--- config.mk ---
export PLATFORM = sky130hd
export DESIGN_NAME = apple_spawn_ctrl
export DESIGN_NICKNAME = d
export VERILOG_FILES = /design/src/rtl/snake_pkg.sv /design/src/rtl/apple_spawn_ctrl_seg_match.sv /design/src/rtl/apple_spawn_ctrl.sv
export SDC_FILE = /design/constraint.sdc
export NUM_CORES = 1
export LEC_CHECK = 0
export BUFFER_PORTS_ARGS = -buffer_cell sky130_fd_sc_hd__buf_2
export CORE_AREA = 2 2 168 170
export DETAILED_ROUTE_END_ITERATION = 10
export DIE_AREA = 0 0 170 172
export SLEW_MARGIN = 20
export SYNTH_ARGS = -nofsm -noshare
export SYNTH_HDL_FRONTEND = slang
export SYNTH_SLANG_ARGS = --single-unit
--- constraint.sdc ---
create_clock -name clk -period 9.6 [get_ports clk]
set_input_delay 0.48 -clock clk [delete_from_list [all_inputs] [get_ports clk]]
set_output_delay 0.48 -clock clk [all_outputs]
set_load 0.005 [all_outputs]
--- src/rtl/snake_pkg.sv ---
// snake_pkg: shared snake geometry, body segment type and apple spawn states
package snake_pkg;
  localparam int MAX_LEN = 50;
  localparam int DEF_GRID_W = 14;
  localparam int DEF_GRID_H = 14;
  localparam int DEF_MAX_TRIES = 8;
  typedef struct packed {
    logic [3:0] x;
    logic [3:0] y;
  } seg_t;
  typedef enum logic [2:0] {INIT, IDLE, SAMPLE, SCAN, STEP, COMMIT} spawn_state_e;
endpackage

--- src/rtl/apple_spawn_ctrl_seg_match.sv ---
// seg_match: candidate cell vs one body segment, plus playfield bounds check
module seg_match #(
  parameter int GRID_W = snake_pkg::DEF_GRID_W,
  parameter int GRID_H = snake_pkg::DEF_GRID_H
)(
  input  logic [7:0] cand,
  input  logic [7:0] seg,
  input  logic       seg_en,
  output logic       off,
  output logic       hit
);
  import snake_pkg::*;
  seg_t c;
  assign c = cand;
  assign off = c.x >= 4'(GRID_W) || c.y >= 4'(GRID_H);
  assign hit = off || (seg_en && cand == seg);
endmodule

--- src/rtl/apple_spawn_ctrl.sv ---
// apple_spawn_ctrl: picks a free on-grid cell for the next apple and commits it
module apple_spawn_ctrl #(
  parameter int GRID_W    = snake_pkg::DEF_GRID_W,
  parameter int GRID_H    = snake_pkg::DEF_GRID_H,
  parameter int MAX_LEN   = snake_pkg::MAX_LEN,
  parameter int MAX_TRIES = snake_pkg::DEF_MAX_TRIES
)(
  input  logic                 clk,
  input  logic                 reset,
  input  logic                 s_reset,
  input  logic                 goodColl,
  input  logic [3:0]           randX,
  input  logic [3:0]           randY,
  input  logic [MAX_LEN*8-1:0] body,
  input  logic [5:0]           body_len,
  output logic [3:0]           apple_x,
  output logic [3:0]           apple_y,
  output logic                 apple_vld,
  output logic                 busy,
  output logic                 done,
  output logic                 board_full
);
  import snake_pkg::*;
  spawn_state_e state, state_n;
  seg_t cand, cand_n, seg, step_c;
  logic [5:0] idx, idx_n;
  logic [3:0] tries, tries_n, sx, sy;
  logic [7:0] sweep_cnt, sweep_n;
  logic pending, pending_n, vld_n, full_n, commit, hit, off, last, wrap_y;

  assign seg = (idx < 6'(MAX_LEN)) ? body[{idx, 3'b000} +: 8] : '0;
  assign last = body_len == 6'd0 || idx == body_len - 6'd1;
  assign busy = !(state == INIT || state == IDLE);

  seg_match #(.GRID_W(GRID_W), .GRID_H(GRID_H)) u_match (
    .cand(cand), .seg(seg), .seg_en(body_len != 6'd0), .off(off), .hit(hit)
  );

  // sweep walks rows within a column; an off-grid start jumps straight to the next column
  assign sy = cand.y + 4'd1;
  assign sx = cand.x + 4'd1;
  assign wrap_y = off || sy >= 4'(GRID_H);
  assign step_c.y = wrap_y ? 4'd0 : sy;
  assign step_c.x = wrap_y ? ((sx >= 4'(GRID_W)) ? 4'd0 : sx) : cand.x;

  always_comb begin
    state_n = state;
    cand_n = cand;
    idx_n = idx;
    tries_n = tries;
    sweep_n = sweep_cnt;
    pending_n = pending;
    vld_n = apple_vld;
    full_n = board_full;
    commit = 1'b0;
    case (state)
      INIT: state_n = SAMPLE;
      IDLE: if (goodColl) begin
        state_n = SAMPLE;
        vld_n = 1'b0;
      end
      SAMPLE: begin
        cand_n = {randX, randY};
        idx_n = 6'd0;
        tries_n = (tries == 4'hf) ? tries : tries + 4'd1;
        state_n = SCAN;
      end
      SCAN: if (hit) state_n = (tries < 4'(MAX_TRIES)) ? SAMPLE : STEP;
        else if (last) begin
          state_n = COMMIT;
          commit = 1'b1;
          vld_n = 1'b1;
        end else idx_n = idx + 6'd1;
      STEP: if (sweep_cnt == 8'(GRID_W * GRID_H)) begin
        state_n = IDLE;
        full_n = 1'b1;
        vld_n = 1'b0;
        tries_n = 4'd0;
        sweep_n = 8'd0;
      end else begin
        cand_n = step_c;
        idx_n = 6'd0;
        sweep_n = sweep_cnt + 8'd1;
        state_n = SCAN;
      end
      COMMIT: begin
        tries_n = 4'd0;
        sweep_n = 8'd0;
        pending_n = 1'b0;
        state_n = (pending || goodColl) ? SAMPLE : IDLE;
        vld_n = !(pending || goodColl);
      end
      default: state_n = INIT;
    endcase
    if (busy && goodColl && state != COMMIT) pending_n = 1'b1;
    if (s_reset) begin
      state_n = SAMPLE;
      vld_n = 1'b0;
      full_n = 1'b0;
      pending_n = 1'b0;
      tries_n = 4'd0;
      sweep_n = 8'd0;
      commit = 1'b0;
    end
  end

  always_ff @(posedge clk or negedge reset) begin
    if (!reset) begin
      state <= INIT;
      cand <= '0;
      idx <= 6'd0;
      tries <= 4'd0;
      sweep_cnt <= 8'd0;
      pending <= 1'b0;
      apple_x <= 4'd0;
      apple_y <= 4'd0;
      apple_vld <= 1'b0;
      done <= 1'b0;
      board_full <= 1'b0;
    end else begin
      state <= state_n;
      cand <= cand_n;
      idx <= idx_n;
      tries <= tries_n;
      sweep_cnt <= sweep_n;
      pending <= pending_n;
      apple_vld <= vld_n;
      board_full <= full_n;
      done <= commit;
      if (commit) {apple_x, apple_y} <= cand;
    end
  end
endmodule

==> parameters.txt <==
Parameter                              Value

Final layout
  Share of cells above drive strength 1    approximately 53%
  Layout-stage area growth over the synthesis result    38.8%
  FILL cells    2,912
  Core occupancy in the finished layout    between 30% and 40%
  Net total in the final layout    1,477

Pwr
  Worst voltage drop across the vdd grid    roughly 0.081 mV
  PwrDens    180 nW/um2
  Leakage power    between 3 and 4 nW
  Total power    0.00156 W

Logic synthesis
  Seq cells post-synth    41
  Post-synthesis net count    approximately 1,100
  Post-Synthesis Cell Area    approximately 6300 um2
  Proportion of synthesized flip-flops having asynchronous set or reset    100%
  Prevailing post-synth register cell    sky130_fd_sc_hd__dfrtp_1
  Share of Yosys cell area claimed by the top area cell type    around 16%
  EDFF count, synth    0
  Post-Syn Instances    ~660
  Synth top area cells    sky130_fd_sc_hd__dfrtp_1 16%, sky130_fd_sc_hd__mux4_2 16%, sky130_fd_sc_hd__mux2i_1 13%
  Cell type with the largest total area after synthesis    sky130_fd_sc_hd__dfrtp_1
  Sequential element share of the synthesized area    16.4%
  Number of warnings printed during yosys synthesis    0
  Synthesized area divided by synthesized cell count    9.44 um2
  Netlist cell types    75

Timing
  Worst Setup Slack, final    approximately 4.7 ns
  Highest achievable clock rate    between 0.2 and 0.25 GHz
  Count of pins over their slew limit    0
  Final hold viol count    0
  Final Cycle Share    around half
  Final hold slack    0.195 ns
  Layout Skew    0.0132 ns
  Worst-margin pin slew    0.971 ns
  Crit path time final    between 4 and 5 ns
  Sum of negative setup slack    0 ns
  Count of final setup violators    0
  RSZ-0062 raised after global routing    no
  Worst slew margin    35.1%

Floorplanning
  Overall die width    around 170 um
  Row Count    between 60 and 70
  Placeable core area    27,500 um2
  Initial cell density of the core    22.8%
  Area enclosed by the die boundary    about 30,000 um2
  Die Height    172 um
  Boundary Pins    between 400 and 500

Routing
  Avg WL per Cell    24.2 um
  Final routed DRC violation total    0
  Initial detailed-routing violation count    467
  Via density per instance    approximately 5.2
  Number of nets with antenna violations after detailed routing    0
  Total via count in the routed design    ~7,300
  Number of iterations in the first detailed-routing pass    5
  Routed WL    ~34 mm

Global route
  Total Routing Usage GR    21.8%
  Global-route wire length before repair    roughly 46 mm
  Initial antenna violation count    15
  Aggregate global routing overflow    0
  Vias in the first global route    7,135
  Pin count of the biggest net entering global routing    70

Critical path
  Endpoint arrival time on the critical path    between 5 and 6 ns
  Required time worst endpoint    slightly below 10 ns
  Category of the critical setup timing path    reg -> reg
  Startpoint kind of the worst setup timing path    flip-flop
  Crit path max fanout    49
  Endpoint class of the critical path    flip-flop

CTS
  Setup Fix Bufs, Post-CTS    0
  Worst skew pair latency    0.29 ns
  Hold_buf cts    0
  CTS buffer count    5
  Post-CTS resize count    0
  Clock tree from TritonCTS    built
  H-tree levels    2
  Clock tree sinks    between 40 and 50
  Clock-pin slew of the registers on the worst-case setup and hold paths    around 0.07 ns
  Cell at the root of the clock tree    sky130_fd_sc_hd__clkbuf_16
  Clock Path Buffers    2

Placed design
  Number of port buffers    approximately 430
  Worst Setup Slack post-DPL    about 4.6 ns
  Post-detail-place hpwl    approximately 29 mm
  RePlAce Congestion    roughly 0.96

Status
  Result of the run    finished, final reports clean

Job
  Max capacitance violation total    0

Min path
  Hold Crit Class    in -> async
-- Yosys cell counts, types with 12 or more instances --
cell type / count
sky130_fd_sc_hd__nor2_1: 26
sky130_fd_sc_hd__o22ai_1: 20
sky130_fd_sc_hd__a22oi_1: 13
sky130_fd_sc_hd__o21ai_0: 41
sky130_fd_sc_hd__nand2_1: 35
sky130_fd_sc_hd__nor2b_1: 13
sky130_fd_sc_hd__a21oi_1: 40
sky130_fd_sc_hd__mux4_2: 45
sky130_fd_sc_hd__buf_2: 13
sky130_fd_sc_hd__mux2i_1: 81
sky130_fd_sc_hd__nand2b_1: 15
sky130_fd_sc_hd__dfrtp_1: 41
sky130_fd_sc_hd__nand3_1: 12
sky130_fd_sc_hd__buf_6: 12
sky130_fd_sc_hd__mux2_2: 51
sky130_fd_sc_hd__clkbuf_1: 21
-- metal layers --
layer | track usage (%) | part of all wire, %
met3 | 6.75 | 8.5
met1 | 27.3 | 42
met4 | 3.60 | 1.6
met5 | 0 | 0.17
met2 | 37.4 | 48
-- worst max-delay path, cell delays in order (launching register included) --
cell and delay (ns):
sky130_fd_sc_hd__dfrtp_4 0.78, sky130_fd_sc_hd__buf_4 0.73, sky130_fd_sc_hd__buf_4 0.57, sky130_fd_sc_hd__mux4_2 0.57, sky130_fd_sc_hd__a22o_1 0.24, sky130_fd_sc_hd__nor4_1 0.23, sky130_fd_sc_hd__a211oi_1 0.11, sky130_fd_sc_hd__xor2_1 0.17
sky130_fd_sc_hd__nor2_1 0.23, sky130_fd_sc_hd__a41o_1 0.61, sky130_fd_sc_hd__nor2_4 0.17, sky130_fd_sc_hd__mux2_1 0.34
-- power by group --
part | leakage [nW] | internal (W) | switching [W]
sequential | 0.535 | 0.000219 | 0.000157
combinational | 3.28 | 0.000519 | 0.000497
clock | 0.0702 | 0.000104 | 0.0000683
total | 3.89 | 0.000842 | 0.000723
-- logic make-up after synthesis --
family	after synthesis	synth area share, %
xor+xnor	16	2.24
mux	179	38.8
buf+inv	69	7.13
compound gates	175	18.2
fa+ha+maj	11	2.20
simple gates	171	15.1
flops	41	16.4
-- placed cells by master (no fill, tap or decap), types with 7 or more instances in the layout --
cell	Yosys	routed
sky130_fd_sc_hd__a21oi_1	40	40
sky130_fd_sc_hd__a22oi_1	13	13
sky130_fd_sc_hd__and3_1	10	10
sky130_fd_sc_hd__buf_2	13	428
sky130_fd_sc_hd__buf_4	5	9
sky130_fd_sc_hd__dfrtp_1	41	38
sky130_fd_sc_hd__diode_2	0	11
sky130_fd_sc_hd__ha_1	11	11
sky130_fd_sc_hd__inv_1	11	11
sky130_fd_sc_hd__mux2_2	51	51
sky130_fd_sc_hd__mux2i_1	81	81
sky130_fd_sc_hd__mux4_2	45	45
sky130_fd_sc_hd__nand2_1	35	35
sky130_fd_sc_hd__nand2b_1	15	15
sky130_fd_sc_hd__nand3_1	12	12
sky130_fd_sc_hd__nand4_1	7	7
sky130_fd_sc_hd__nor2_1	26	26
sky130_fd_sc_hd__nor2b_1	13	13
sky130_fd_sc_hd__nor3_1	11	11
sky130_fd_sc_hd__o21ai_0	41	41
sky130_fd_sc_hd__o22ai_1	20	20
sky130_fd_sc_hd__xnor2_1	7	7
sky130_fd_sc_hd__xor2_1	9	9
-- state kept, by name, indices dropped and copies added, names as in the netlist --
register and flops:
pending 1, apple_x 4, sweep_cnt 8, tries 4, idx 6, state 3
cand 8, apple_y 4, done 1, board_full 1, apple_vld 1
-- cell type report --
cell class	instances	area [um2]	area share, %
Sequential cell	41	1030	11.9
Inverter	11	41.3	0.476
Timing Repair Buffer	437	2210	25.5
Clock inverter	1	7.51	0.0865
Multi-Input combinational cell	552	4780	55.1
Tap cell	346	433	4.99
Antenna cell	11	27.5	0.317
Clock buffer	7	143	1.64
-- final timing paths --
check | to | depth (start not counted) | slack (ns) | start
hold / removal | done$_DFF_PN0_ | 1 | 0.19 | reset
max in group asynchronous | idx[0]$_DFFE_PN0P_ | 1 | 8.97 | reset
setup / recovery | apple_y[3]$_DFFE_PN0P_ | 11 | 4.69 | idx[0]$_DFFE_PN0P_
setup reg to reg | apple_y[3]$_DFFE_PN0P_ | 11 | 4.69 | idx[0]$_DFFE_PN0P_
min in group clk | cand[4]$_DFFE_PN0P_ | 3 | 0.48 | randX[0]
hold reg to reg | apple_y[3]$_DFFE_PN0P_ | 1 | 0.49 | apple_y[3]$_DFFE_PN0P_
-- stage by stage --
step                      cells  cell area, um2
final                      1406            8680
after global routing       1396            8650
after CTS                  1395            8650
after detailed placement   1387            8500
after global placement     1387            8500
after floorplan             662            6250
Power figures use the tool's default switching activity.
